==> config.mk <==
export PLATFORM = sky130hd
export DESIGN_NAME = rr_grant_encoder8
export DESIGN_NICKNAME = d
export VERILOG_FILES = /design/src/rtl/rr_grant_encoder8.sv
export SDC_FILE = /design/constraint.sdc
export NUM_CORES = 1
export LEC_CHECK = 0
export ABC_AREA = 0
export BUFFER_PORTS_ARGS = -buffer_cell sky130_fd_sc_hd__clkbuf_2
export CAP_MARGIN = 10
export CORE_MARGIN = 5
export CORE_UTILIZATION = 49
export DETAILED_ROUTE_END_ITERATION = 10
export PLACE_DENSITY = 0.67
export SYNTH_ARGS = -nofsm -noshare
export SYNTH_HDL_FRONTEND = slang
export SYNTH_SLANG_ARGS = --single-unit
==> constraint.sdc <==
create_clock -name clk -period 9 [get_ports clk]
set_clock_uncertainty 0.15 [all_clocks]
set_input_delay 0.9 -clock clk [delete_from_list [all_inputs] [get_ports clk]]
set_output_delay 0.9 -clock clk [all_outputs]
set_load 0.02 [all_outputs]
==> src/rtl/rr_grant_encoder8.sv <==
// rtl/rr_grant_encoder8.sv - eight-way round-robin arbiter, registered grant index with hold timeout
module rr_grant_encoder8 #(
  parameter int unsigned HOLD_MAX = 16
) (
  input  logic       clk,
  input  logic       rst_n,
  input  logic [7:0] req,
  input  logic       done,
  output logic       grant_valid,
  output logic [2:0] grant_idx,
  output logic       timeout
);

  typedef enum logic [0:0] {
    ST_IDLE  = 1'b0,
    ST_GRANT = 1'b1
  } state_e;

  localparam bit          HOLD_EN   = (HOLD_MAX != 0);
  localparam logic [15:0] HOLD_LAST = 16'(HOLD_MAX - 1);

  state_e      state_q, state_d;
  logic [2:0]  ptr_q, ptr_d;
  logic [2:0]  idx_q, idx_d;
  logic [15:0] cnt_q, cnt_d;
  logic        timeout_q, timeout_d;
  logic [2:0]  sel;

  // Walk offsets from the far end so the candidate closest to ptr wins.
  always_comb begin
    sel = ptr_q;
    for (int k = 7; k >= 0; k--) begin
      if (req[ptr_q + 3'(k)]) begin
        sel = ptr_q + 3'(k);
      end
    end
  end

  always_comb begin
    state_d   = state_q;
    ptr_d     = ptr_q;
    idx_d     = idx_q;
    cnt_d     = cnt_q;
    timeout_d = 1'b0;
    unique case (state_q)
      ST_IDLE: begin
        if (|req) begin
          idx_d   = sel;
          cnt_d   = 16'd0;
          state_d = ST_GRANT;
        end
      end
      ST_GRANT: begin
        if (done || !req[idx_q]) begin
          state_d = ST_IDLE;
          ptr_d   = idx_q + 3'd1;
        end else if (HOLD_EN && (cnt_q == HOLD_LAST)) begin
          state_d   = ST_IDLE;
          ptr_d     = idx_q + 3'd1;
          timeout_d = 1'b1;
        end else if (cnt_q != 16'hFFFF) begin
          cnt_d = cnt_q + 16'd1;
        end
      end
      default: state_d = ST_IDLE;
    endcase
  end

  always_ff @(posedge clk or negedge rst_n) begin
    if (!rst_n) begin
      state_q   <= ST_IDLE;
      ptr_q     <= 3'd0;
      idx_q     <= 3'd0;
      cnt_q     <= 16'd0;
      timeout_q <= 1'b0;
    end else begin
      state_q   <= state_d;
      ptr_q     <= ptr_d;
      idx_q     <= idx_d;
      cnt_q     <= cnt_d;
      timeout_q <= timeout_d;
    end
  end

  assign grant_valid = (state_q == ST_GRANT);
  assign grant_idx   = idx_q;
  assign timeout     = timeout_q;

endmodule

* Yosys cells after proc, flatten, opt, wreduce, memory -nomap -nowiden
Index checks and enable logic that the tools add are counted.
** Word-level totals
- Register bits after elaboration :: 24
- Output and inout bits :: 5
- Word-level logic and storage cells :: 77
** Operators by class
- Add/sub/neg operators :: 9
- Magnitude comparators :: 9
- Equality and inequality tests :: 6
- Muxes and demuxes :: 40
- Bitwise logic cells :: 1
- Reduce and logical (&&, ||, !) cells :: 7
** Operators by type and width (number)
- two-way mux 16 bit :: 4
- less-than comparator 3 x 4 -> 1 bit, second input constant :: 9
- one-hot mux 16 bit (2 select lines) :: 1
- two-way mux 3 bit :: 10
- binary-select mux 1 bit (select 3 bit) :: 9
- adder 16 x 1 -> 16 bit, second input constant :: 1
- equality test 16 x 4 -> 1 bit, second input constant :: 1
- inequality test 16 bit, second input constant :: 1
- two-way mux 1 bit :: 15
- adder 3 bit, second input constant :: 4
- OR reduction 8 bit :: 1
- adder 3 x 1 -> 3 bit, second input constant :: 2
- adder 3 x 2 -> 3 bit, second input constant :: 2
- inequality test 2 bit, second input constant :: 3
- AND reduction 2 bit :: 2
- AND reduction 4 bit :: 1
- inequality test 2 x 1 -> 1 bit, second input constant :: 1
- one-hot mux 1 bit (2 select lines) :: 1
- nonzero test 2 bit :: 1
- zero test 1 bit :: 1
- logical OR 1 bit :: 1
- inverter 1 bit :: 1

* Depth between registers and ports, before layout
- Word-level depth :: 11
- Depth in mapped cells :: 11
- Gate-level depth less buffers :: 8

* Worst setup path before layout
No wires, ideal clock.
- Path type :: flip-flop to flip-flop
- From :: reg ptr_q[0]
- To :: reg idx_q[0], in the netlist grant_idx[0]
- Arrival :: 2.703 ns
- Setup slack :: 6.082 ns
- Cell stages (with the launch flop) :: 12
- Buffers on the path :: 3
- Clock period less this slack :: 2.918 ns
- Cells stage by stage :: dfrtp_1 > buf_4 > buf_4 > inv_1 > ha_1 > buf_2 > mux2_2 > mux4_2 > o21ai_0 > a31o_2 > mux2i_1 > o211a_1
** On the way
- Cells in the longest elaborated chain, start to end :: 11
- Elaborated cells between the ends (all ways) :: 31
- Classes of those cells :: add/sub: 7; mux: 24
** Ends and longest elaborated chain
- start: declaration :: RTL line 23 : logic [2:0] ptr_q, ptr_d;
- start signal: assignment :: RTL line 78 : ptr_q <= ptr_d;
- adder 3 bit :: RTL line 33, 34
- binary-select mux 1 bit (select 3 bit) :: RTL line 33 : if (req[ptr_q + 3'(k)]) begin
- two-way mux 1 bit (not written as such) :: RTL line 33
- two-way mux 3 bit (7 in a row) :: RTL line 33
- two-way mux 3 bit (*) :: RTL line 33
- end signal: assignment :: RTL line 79 : idx_q <= idx_d;
- end: declaration :: RTL line 24 : logic [2:0] idx_q, idx_d;
Mark *: on every way between the ends. The rest lies on a longest branch, timed or not. The select of a mux whose other input is x is not followed.
A chain may end at the register's enable or synchronous reset.

* Worst setup path after layout
- From :: reg ptr_q[0]
- To :: reg idx_q[1], in the netlist grant_idx[1]
The elaborated chain is that of the path after synthesis.

==> summary.md <==
| Metric | Value |
|---|---|
| Outcome | complete, no violations |
| Net Sw Frac | 0.487 |
| Final Cycle Share | 0.385 |
| Vias in the first global route | 1824 |
| Hold path depth | 2 |
| Chip height | 77.3 µm |
| Share of power burned in registers | 0.229 |
| Row cnt | 24 |
| Fillcell total | 410 |
| Port Buffers | 15 |
| Final #Nets | 268 |
| Clock transition at path regs | 0.08 ns |
| Rel. slew slack | 0.483 |
| Combinational share of power | 0.685 |
| CTS buffer count | 3 |
| Initial Util | 0.506 |
| Drt wl/cell | 16.7 µm |
| Share of layout cells above drive strength 1 | 0.190 |
| Clk network pwr share | 0.086 |
| Crit-path cells | inv_1, ha_1, mux4_2, mux2i_1, nand3_1, o221a_2, o2bb2ai_1, a21oi_1 |
| WP depth | 8 |
| Vias after detailed routing | 1990 |
| Slew Viols, Final | 0 |
| Seq cells post-synth | 24 |
| Final Power | 0.000850 W |
| Hpwl dp | 3700 µm |
| Ports | 16 |
| Cell Int Power | 0.000436 W |
| Max Cap Viol | 0 |
| Most common cell after layout, fill and taps aside | dfrtp_1 |
| CTS tree | done |
| PostCTS Resize Cnt | 0 |
| Async set-reset flop share out of synthesis | 1.00 |
| Initial DRC count | 166 |
| Fmax | 0.289 GHz |
| Worst path top cell family by delay | flip-flops |
| Clk_lat worst skew | 0.27 ns |
| Syn Inst Count | 245 |
| Max incr delay on CP | 0.84 ns |
| Synth Net Count | 260 |
| Critical path data required time | 9.01 ns |
| WS Path Type | flop to flop |
| Synthesized area | 0.00222 mm² |
| Antenna-violating nets left | 0 |
| DRC | 0 |
| CTS Buffer Depth | 2 |
| Grt total ovfl | 0 |
| Commonest non-fill, non-tap cells in the layout | dfrtp_1 (24), nand2_1 (20), a21oi_1 (18) |
| Startpoint type of the worst setup path | flop |
| Worst setup EP type | flop |
| Prevailing post-synth register cell | dfrtp_1 |
| Seq/Total Area, Yosys | 0.271 |
| Postcts setup bufs | 0 |
| Routability cong. | 0.904 |
| Post-route minimum period | 3.46 ns |
| H-tree Lvls | 1 |
| Syn. warnings | 0 |
| First-pass GRT wire length | 8960 µm |
| Worst Reg-to-Reg Cells | 8 |
| DIE AREA | 0.00597 mm² |
| WP data arrival | 3.47 ns |
| Pre-CTS setup slack | 5.54 ns |
| Die width | 77.3 µm |
| Min setup slack post-route | 5.54 ns |
| Final setup vio count | 0 |
| TritonRoute pass-1 iters | 4 |
| Final Hold Fails | 0 |
| TNS Setup | 0 ns |
| Pin count of the biggest net entering global routing | 25 |
| Area delta synth->final | 5.98% |
| Net Switching | 0.000414 W |
| RSZ-0062 raised after global routing | no |
| Tightest Hold Check Type | flop to flop |
| WL final | 5070 µm |
| Leak | 0.920 nW |
| Number of distinct library cells after synthesis | 52 |
| Antenna violations before repair | 0 |
| All-Layer GR Usage | 0.178 |
| Max VDD drop | 0.246 mV |
| Avg Cell Area, Syn | 9.05 µm² |
| Routed vias/inst | 6.55 |
| Power density cells | 361 mW/mm² |
| Slowest-stage cell, CP | dfrtp_1 |
| Clock Tree Root | clkbuf_8 |
| Clock Sinks | 24 |
| Buffers plus inverters on the worst setup path | 1 |
| Worst-margin pin slew | 0.770 ns |
| Antenna Cells | 0 |
| Crit-path max FO | 17 |
| EDFF count, synth | 0 |
| Std-Cell Core Area | 0.00438 mm² |
| Hold_buf cts | 0 |
==> state kept, by name, indices dropped and copies added, names as in the netlist <==
name	cells
grant_idx	3
timeout	1
ptr_q	3
cnt_q	16
grant_valid	1
==> stage by stage <==
step / hold slack (ns) / utilization / instances / cell area, µm²
2_1_floorplan: 0.317 / - / 245 / 2220
3_3_place_gp: 0.348 / 0.524 / 300 / 2300
3_5_place_dp: 0.342 / 0.524 / 300 / 2300
4_1_cts: 0.369 / 0.536 / 304 / 2350
5_1_grt: 0.418 / 0.536 / 304 / 2350
6_report: 0.367 / 0.536 / 304 / 2350
==> cells in the mapped netlist (3+ instances only) <==
cell type,n,area (µm²)
nand3_1,11,55.1
o31ai_1,3,22.5
nand4_1,3,18.8
ha_1,4,50.1
o21ai_0,16,80.1
mux2i_1,9,90.1
and2_1,3,18.8
nor3_1,12,60.1
or3_1,11,68.8
inv_1,10,37.5
o211ai_1,5,37.5
a21oi_1,18,90.1
mux2_2,8,90.1
clkbuf_1,5,18.8
nor4_1,3,18.8
a221oi_1,3,26.3
or4_1,4,30.0
and3_1,3,18.8
nand2b_1,3,18.8
nor2_1,11,41.3
mux4_2,14,315
nand2_1,20,75.1
dfrtp_1,24,601
buf_2,4,20.0
nor2b_1,4,25.0
==> cell families after synthesis <==
kind of cell	Yosys count	share of synthesized area
flip-flops	24	0.271
buffers and inverters	23	0.0485
AO/OA/AOI/OAI	67	0.204
AND/OR/NAND/NOR	92	0.215
XOR/XNOR	4	0.0158
multiplexers	31	0.223
adder cells (fa/ha/maj)	4	0.0226
==> area by class of cell <==
cell class	instances	area, µm²	share of cell area
Tap cell	52	65.1	0.0277
Multi-Input combinational cell	198	1510	0.642
Clock buffer	4	55.1	0.0234
Sequential cell	24	601	0.255
Timing Repair Buffer	16	82.6	0.0351
Inverter	10	37.5	0.0160
==> worst paths after layout <==
kind,startpoint,end,slack (ns)
max in group asynchronous,rst_n,ptr_q[2],7.82
worst max register to register,ptr_q[0],grant_idx[1],5.54
worst max-delay path,ptr_q[0],grant_idx[1],5.54
worst min register to register,cnt_q[1],cnt_q[1],0.37
min in group asynchronous,rst_n,cnt_q[8],0.48
worst min-delay path,cnt_q[1],cnt_q[1],0.37
==> metal layers <==
layer | up-vias | part of all wire | global-route usage
li1 | 965 | - | -
met3 | 4 | 0.043 | 0.0269
met4 | 0 | 0.0030 | 0.0275
met1 | 973 | 0.52 | 0.289
met2 | 48 | 0.44 | 0.251
met5 | - | 0 | 0
==> worst reg2reg max path, cell delays in order, from the launching register on <==
cell       delay [ns]
dfrtp_1          0.84
inv_1            0.27
ha_1             0.61
mux4_2           0.43
mux2i_1          0.41
nand3_1          0.14
o221a_2          0.29
o2bb2ai_1        0.15
a21oi_1          0.08
==> power by group through the flow <==
stage,clock [W],sequential (W),combinational [W]
after global routing,0.0000815,0.000203,0.000646
after CTS,0.0000779,0.000195,0.000577
after global placement,0,0.000197,0.000573
after floorplan,0,0.000162,0.000511
final,0.0000728,0.000195,0.000582
after detailed placement,0,0.000197,0.000576
Note: power is estimated with default switching activity, not from simulation.
